[src/rtl/pipe_pkg.sv]
// Shared definitions for the elastic pipeline stage buffer and its helpers.
package pipe_pkg;

  typedef enum logic [1:0] {
    ST_EMPTY = 2'd0,
    ST_ONE   = 2'd1,
    ST_FULL  = 2'd2
  } pipe_state_e;

  localparam int unsigned PIPE_CNT_W = 16;

endpackage

[src/rtl/sat_counter.sv]
// Saturating up-counter: advances by one per qualifying cycle, sticks at all-ones.
module sat_counter
  import pipe_pkg::*;
#(
  parameter int unsigned W = PIPE_CNT_W
) (
  input  logic         clk,
  input  logic         rst_n,
  input  logic         inc,
  output logic [W-1:0] count
);

  always_ff @(posedge clk or negedge rst_n) begin
    if (!rst_n) begin
      count <= '0;
    end else if (inc && (count != '1)) begin
      count <= count + 1'b1;
    end
  end

endmodule

[src/rtl/pipe_stage_buf.sv]
// Elastic pipeline stage: main + skid register pair with registered in_ready,
// flush to empty, and saturating stall/flush performance counters.
module pipe_stage_buf
  import pipe_pkg::*;
#(
  parameter int unsigned WIDTH = 32,
  parameter int unsigned CNT_W = PIPE_CNT_W
) (
  input  logic             clk,
  input  logic             rst_n,
  input  logic             flush,
  input  logic             in_valid,
  output logic             in_ready,
  input  logic [WIDTH-1:0] in_data,
  output logic             out_valid,
  input  logic             out_ready,
  output logic [WIDTH-1:0] out_data,
  output logic [CNT_W-1:0] stall_cnt,
  output logic [CNT_W-1:0] flush_cnt
);

  pipe_state_e      state_q, state_d;
  logic [WIDTH-1:0] main_q, main_d;
  logic [WIDTH-1:0] skid_q, skid_d;
  logic             main_vld, skid_vld;
  logic             in_fire, out_fire;

  // Valid bits are the state decode, so outputs stay purely registered.
  assign main_vld  = (state_q != ST_EMPTY);
  assign skid_vld  = (state_q == ST_FULL);
  assign in_ready  = ~skid_vld;
  assign out_valid = main_vld;
  assign out_data  = main_q;
  assign in_fire   = in_valid & in_ready;
  assign out_fire  = out_valid & out_ready;

  always_comb begin
    state_d = state_q;
    main_d  = main_q;
    skid_d  = skid_q;
    if (flush) begin
      state_d = ST_EMPTY;
      main_d  = '0;
      skid_d  = '0;
    end else begin
      case (state_q)
        ST_EMPTY: begin
          if (in_fire) begin
            main_d  = in_data;
            state_d = ST_ONE;
          end
        end
        ST_ONE: begin
          if (in_fire && out_fire) begin
            main_d = in_data;
          end else if (in_fire) begin
            skid_d  = in_data;
            state_d = ST_FULL;
          end else if (out_fire) begin
            main_d  = '0;
            state_d = ST_EMPTY;
          end
        end
        ST_FULL: begin
          if (out_fire) begin
            main_d  = skid_q;
            skid_d  = '0;
            state_d = ST_ONE;
          end
        end
        default: begin
          state_d = ST_EMPTY;
          main_d  = '0;
          skid_d  = '0;
        end
      endcase
    end
  end

  always_ff @(posedge clk or negedge rst_n) begin
    if (!rst_n) begin
      state_q <= ST_EMPTY;
      main_q  <= '0;
      skid_q  <= '0;
    end else begin
      state_q <= state_d;
      main_q  <= main_d;
      skid_q  <= skid_d;
    end
  end

  sat_counter #(.W(CNT_W)) u_stall_cnt (
    .clk   (clk),
    .rst_n (rst_n),
    .inc   (out_valid & ~out_ready),
    .count (stall_cnt)
  );

  sat_counter #(.W(CNT_W)) u_flush_cnt (
    .clk   (clk),
    .rst_n (rst_n),
    .inc   (flush),
    .count (flush_cnt)
  );

endmodule

[config.mk]
export PLATFORM = sky130hd
export DESIGN_NAME = pipe_stage_buf
export DESIGN_NICKNAME = d
export VERILOG_FILES = /design/src/rtl/pipe_pkg.sv /design/src/rtl/sat_counter.sv /design/src/rtl/pipe_stage_buf.sv
export SDC_FILE = /design/constraint.sdc
export NUM_CORES = 1
export LEC_CHECK = 0
export ABC_AREA = 1
export CAP_MARGIN = 20
export CORE_ASPECT_RATIO = 0.5
export CORE_MARGIN = 4
export CORE_UTILIZATION = 55
export DETAILED_ROUTE_END_ITERATION = 8
export PLACE_DENSITY_LB_ADDON = 0.12
export SYNTH_ARGS = -nofsm -noshare
export SYNTH_HDL_FRONTEND = slang
export SYNTH_SLANG_ARGS = --single-unit
[constraint.sdc]
create_clock -name clk -period 4.3 [get_ports clk]
set_input_delay 0.86 -clock clk [delete_from_list [all_inputs] [get_ports clk]]
set_output_delay 0.86 -clock clk [all_outputs]
set_load 0.02 [all_outputs]
==> out/results.txt <==
Status = finished clean
Cells after synthesis = 661
Maxcap violations = 0
Commonest non-fill, non-tap cells in the layout = nand2_1, clkdlybuf4s50_1, dfrtp_1
HP Class = reg2reg
Vias per cell = 5.150
Critical path class = in2reg
Fin. Hold Viols = 0
Reg-to-Reg End = out_data[16]$_DFFE_PN0P_
Reg2reg path depth = 8
Commonest non-fill, non-tap cell in the layout = nand2_1
R2r setup slk = 2080 ps
Pin count of the biggest net entering global routing = 77
Crit path required time = 4540 ps
Detailed placement HPWL = 8000 um
Vias = 4,527
First-pass GRT wire length = 19,840 um
Internal Power = 1.831 mW
Reg area = 2452 um^2
Port-buffer cells = 102
Worst-skew pair later-pin latency = 350 ps
Post-synthesis mux area share = 0%
GRT overflow = 0
Clock network power share = 27.4%
Slew @ Worst Pin = 961.3 ps
CTS resizes = 0
Post-synthesis xor/xnor area fraction = 2.139%
Synth Area per Inst = 7.433 um^2
Endpoint class of the critical path = flip-flop
Syn-to-layout area delta = 28.09%
Routing usage on met3 = 5.203%
RSZ-0062 raised after global routing = false
Worst EP arrival = 2980 ps
Leak pwr = 2.961 nW
CTS clock-pin slew for the worst setup and hold paths = 70 ps
Pwr Density = 452.0 nW/um^2
Sw Share = 35.64%
Worst-case clock buffer depth = 2
Gr busiest metal = met2
Met2 global-route usage = 39.82%
Gr usage total = 23.26%
Routed wire length = 11,730 um
RePlAce Congestion = 0.8323
Netlist Area Pre-Place = 4913 um^2
CP Max Fanout = 33
Core Area = 8708 um^2
Clock sink total = 98
# setup viols final = 0
Vias in the first global route = 4,277
Initial core utilization = 56.42%
Area share of and/or/nand/nor cells after synthesis = 30.23%
Startpoint types = input pin
Number of DRC markers in iteration 0 = 315
H-tree lvl count = 3
Worst Setup SP = flush
Syn_nets = 700
Total I/O pin count = 103
Wire per inst = 13.35 um
Number of remaining DRC errors = 0
Synth warn = 0
Largest family of logic cells by synthesized area = simple AND/OR/NAND/NOR gates
Max-slew violations = 0
Logic pwr share = 29.9%
Root Buffer = clkbuf_16
Worst hold stages = 2
First-pass DRT Iterations = 5
CTS tree = yes
Synth Area in Compound Gates = 9.829%
Initial antenna violation count = 0
Fin util = 72.27%
Adder-cell share of the synthesized area = 0.5093%
Share of cells above drive strength 1 = 4.724%
F_max = 0.3644 GHz
CTS Buf Count = 9
Tmin final = 2744 ps
Final Cycle Share = 63.82%
Post-CTS setup buffer count = 0
Antenna diode count = 0
R2R Path Start = state_q[0]$_DFFE_PN0P_
Multi-input gate area = 2107 um^2
Nets = 796
Fill cell count = 738
Critical Path End = out_data[16]$_DFFE_PN0P_
Seq pwr share = 42.7%
Rows = 24
Slew margin rel. = 35.91%
Total Neg Setup Slack = 0 ps
Routing usage on met1 = 30.89%
Die W = 141.7 um
Die area = 10,600 um^2
Clk_skew = 7.195 ps
Post-DRT Antenna Nets = 0
Cts hold-fix bufs = 0
Yosys cell types = 25
Seq cells post-synth = 98
Worst IR Drop VDD = 0.3069 mV
Chip Height = 74.84 um
Psw = 1.014 mW
Seq/Total Area, Yosys = 49.91%
## critical path: stages
cell	delay [ps]
clkdlybuf4s50_1	490
nor2_1	230
o21ai_2	130
o21ai_4	730
nor2_4	320
nand2_1	150
nand2_1	60
## cell families after synthesis
kind of cell	Yosys count
xor+xnor	12
fa+ha+maj	2
flops	98
simple gates	372
compound gates	91
buf+inv	86
## how the worst min path moves through the flow
| stage | start | endpoint | slack [ps] |
|---|---|---|---|
| global route | skid_q[31]$_DFFE_PN0P_ | skid_q[31]$_DFFE_PN0P_ | 510 |
| CTS | out_data[1]$_DFFE_PN0P_ | out_data[1]$_DFFE_PN0P_ | 480 |
| finish | out_data[19]$_DFFE_PN0P_ | out_data[19]$_DFFE_PN0P_ | 480 |
| floorplan | skid_q[0]$_DFFE_PN0P_ | skid_q[0]$_DFFE_PN0P_ | 450 |
| detailed placement | out_data[1]$_DFFE_PN0P_ | out_data[1]$_DFFE_PN0P_ | 470 |
| global placement | out_data[23]$_DFFE_PN0P_ | out_data[23]$_DFFE_PN0P_ | 460 |
## metal layers
layer	up-vias	part of all wire (%)	routed length, um
li1	2258	-	-
met1	2135	46	5416
met2	124	48	5576
met3	10	5.4	637
met4	0	0.88	103
met5	-	0	0
## registers in the layout (all words and copies together) (netlist names)
name	count
u_flush_cnt.count	16
state_q	2
out_data	32
u_stall_cnt.count	16
skid_q	32
## power by group through the flow
stage | clock network, mW | registers, mW | logic (mW)
finish | 0.779 | 1.21 | 0.851
global route | 0.832 | 1.24 | 0.935
CTS | 0.792 | 1.21 | 0.864
detailed placement | 0 | 1.23 | 0.858
global placement | 0 | 1.23 | 0.837
floorplan | 0 | 1.35 | 0.331
## stage by stage
stage / instances / area [um^2] / worst slack (ps) / hold WS (ps) / power [mW]
2_1_floorplan: 661 / 4913 / 2549 / 453.4 / 1.681
3_3_place_gp: 863 / 6002 / 1302 / 464.3 / 2.063
3_5_place_dp: 863 / 6002 / 1189 / 465.6 / 2.084
4_1_cts: 879 / 6294 / 1548 / 484.3 / 2.868
5_1_grt: 879 / 6294 / 1379 / 514.4 / 3.003
6_report: 879 / 6294 / 1556 / 480.9 / 2.845
## layout make-up
| type | count | share of cell area [%] |
|---|---|---|
| Sequential cell | 98 | 38.97 |
| Multi-Input combinational cell | 477 | 33.48 |
| Timing Repair Buffer | 107 | 16.78 |
| Inverter | 64 | 3.817 |
| Clock buffer | 9 | 3.579 |
| Tap cell | 117 | 2.326 |
| Clock inverter | 7 | 1.054 |
## cell usage after synthesis
cell type	number	area share [%]
nand2_1	289	22
dfrtp_1	98	50
o21ai_0	77	7.8
inv_1	62	4.7
nor2_1	43	3.3
nand3_1	24	2.4
buf_2	9	0.92
nand4_1	9	1.1
xor2_1	9	1.6
buf_4	7	1.1
o21ai_1	7	0.71
clkbuf_1	4	0.31
o21ai_2	3	0.53
xnor2_1	3	0.53
a31oi_1	2	0.25
clkbuf_2	2	0.20
ha_1	2	0.51
inv_2	2	0.15
nand2_2	2	0.25
nor2_4	2	0.46
nand3_2	1	0.20
nand4_2	1	0.25
nor3_1	1	0.10
o21ai_4	1	0.33
o31ai_1	1	0.15
No activity file was read; power rests on OpenSTA's default activity.
==> patch (config.mk and constraints unchanged) <==
Encoding of `pipe_state_e`: now one-hot (3 bits for 3 states).
--- a/src/rtl/pipe_pkg.sv
+++ b/src/rtl/pipe_pkg.sv
@@ -2,8 +2,8 @@
 package pipe_pkg;
 
-  typedef enum logic [1:0] {
-    ST_EMPTY = 2'd0,
-    ST_ONE   = 2'd1,
-    ST_FULL  = 2'd2
+  typedef enum logic [2:0] {
+    ST_EMPTY = 3'b001,
+    ST_ONE   = 3'b010,
+    ST_FULL  = 3'b100
   } pipe_state_e;
 
Function: same outputs for any inputs over 4 cycles, from zero or initial values and one cycle with rst_n low; so few cycles prove little.
==> patch against the original RTL <==
Area after synthesis up 19%. First-iteration DRC count grew 29%. Total power rose by 18%. Clock power rose by 3.9%. Worst setup slack worse by 71 ps. Non-clock buffer count increased by 3. Register-to-register slack got worse by 180 ps. Sequential cell count grew 1. Routed wire length increased by 23%. Cell area grew 14%. Critical path type unchanged. Largest power group is now combinational cells.
==> patch: results (changes against the original RTL) <==
| Metric | Value |
|---|---|
| First-pass GRT wire length | `25,100 microns (+26%)` |
| First DRT Iteration DRCs | `406 (+29%)` |
| Post-DP HPWL | `9280 microns (+16%)` |
| Leakage | `3.65 nW (+23%)` |
| Int Pwr | `2.02 mW (+10%)` |
| Largest cells by area after synthesis | `dfrtp_1 42%, nand2_1 24%, inv_1 6.0%` |
| Outcome | `completed` |
| Smallest hold slack | `367 ps (-114 ps)` |
| Dpl cell area | `6830 sq um (+14%)` |
| Net Count, Synth | `886 (+27%)` |
| R2R cell count | `6 (-2)` |
| GRT Total Usage | `24.4% (+1.1 points)` |
| Placer congestion estimate | `0.830 (-0.31%)` |
| Register area share after synthesis | `42.5% (-7.4 points)` |
| Worst Path Buf+Inv | `3 (+2)` |
| Number of global-route vias before repair | `5,229 (+22%)` |
| CP max stage delay | `610 ps (-120 ps)` |
| Worst reg-to-reg setup slack | `1900 ps (-180 ps)` |
| H-tree Lvls | `3 (unchanged)` |
| HP Class | `in -> async` |
| Largest net degree at the start of global routing | `86 (+12%)` |
| Wirelength, routed | `14,500 microns (+23%)` |
| Vias | `5,497 (+21%)` |
| Nets | `966 (+21%)` |
| Layout cells sized above 1 | `4.40% (-0.32 points)` |
| Worst path slowest cell | `nor2_4` |
| Worst vdd ir | `0.311 mV (+1.3%)` |
| Commonest cells post-synth | `372 x nand2_1, 98 x dfrtp_1, 93 x inv_1` |
| Worst Path Arrival | `3100 ps (+120 ps)` |
| CP top delay family | `simple AND/OR/NAND/NOR gates` |
patch: cell types whose count changed after synthesis, moves of 12 or more:
cell | before | now
nand3_1 | 24 | 49
nand2_1 | 289 | 372
xnor2_1 | 3 | 15
nor3_1 | 1 | 22
inv_1 | 62 | 93
nand4_1 | 9 | 43
o21ai_0 | 77 | 40
patch: metal layers:
layer  share of wire [%]  up-vias  global-route usage, %
li1                    -     2800                      -
met1                  50     2552                   34.7
met2                  44      138                   38.4
met3                 5.2        7                   5.59
met4                0.50        0                   5.99
met5                   0        -                      0
patch: worst paths after layout:
check / endpoint
worst max-delay path: out_data[14]
worst min-delay path: out_data[12]
worst max register to register: skid_q[17]
worst min register to register: skid_q[6]
max in group asynchronous: state_q[0]
min in group clk: skid_q[6]
patch: cells by family after synthesis:
family          synth area share, %
compound gates                 3.75
xor+xnor                       2.85
fa+ha+maj                     0.429
buf+inv                        10.4
flops                          42.5
simple gates                   40.1
patch: final cells by class:
| type | instances | area [sq um] | share of cell area, % |
|---|---|---|---|
| clock buffer | 9 | 225 | 3.15 |
| clock inverter | 6 | 66.3 | 0.927 |
| inverter | 95 | 357 | 4.99 |
| sequential | 99 | 2480 | 34.7 |
| multi-input combinational | 612 | 2750 | 38.5 |
| tap | 140 | 175 | 2.45 |
| timing repair buffer | 110 | 1100 | 15.4 |
patch: power by group through the flow:
stage          sequential [mW]  combinational (mW)  clock (mW)
3_3_place_gp              1.25                1.29           0
2_1_floorplan             1.38               0.715           0
5_1_grt                   1.27                1.46       0.860
3_5_place_dp              1.26                1.31           0
4_1_cts                   1.24                1.31       0.819
6_report                  1.24                1.31       0.809
patch: stage by stage:
| stage | setup WS [ps] | instances | power [mW] |
|---|---|---|---|
| 2_1_floorplan | 2420 | 847 | 2.10 |
| 3_3_place_gp | 1190 | 1055 | 2.55 |
| 3_5_place_dp | 1090 | 1055 | 2.56 |
| 4_1_cts | 1450 | 1070 | 3.38 |
| 5_1_grt | 1300 | 1071 | 3.59 |
| 6_report | 1480 | 1071 | 3.36 |
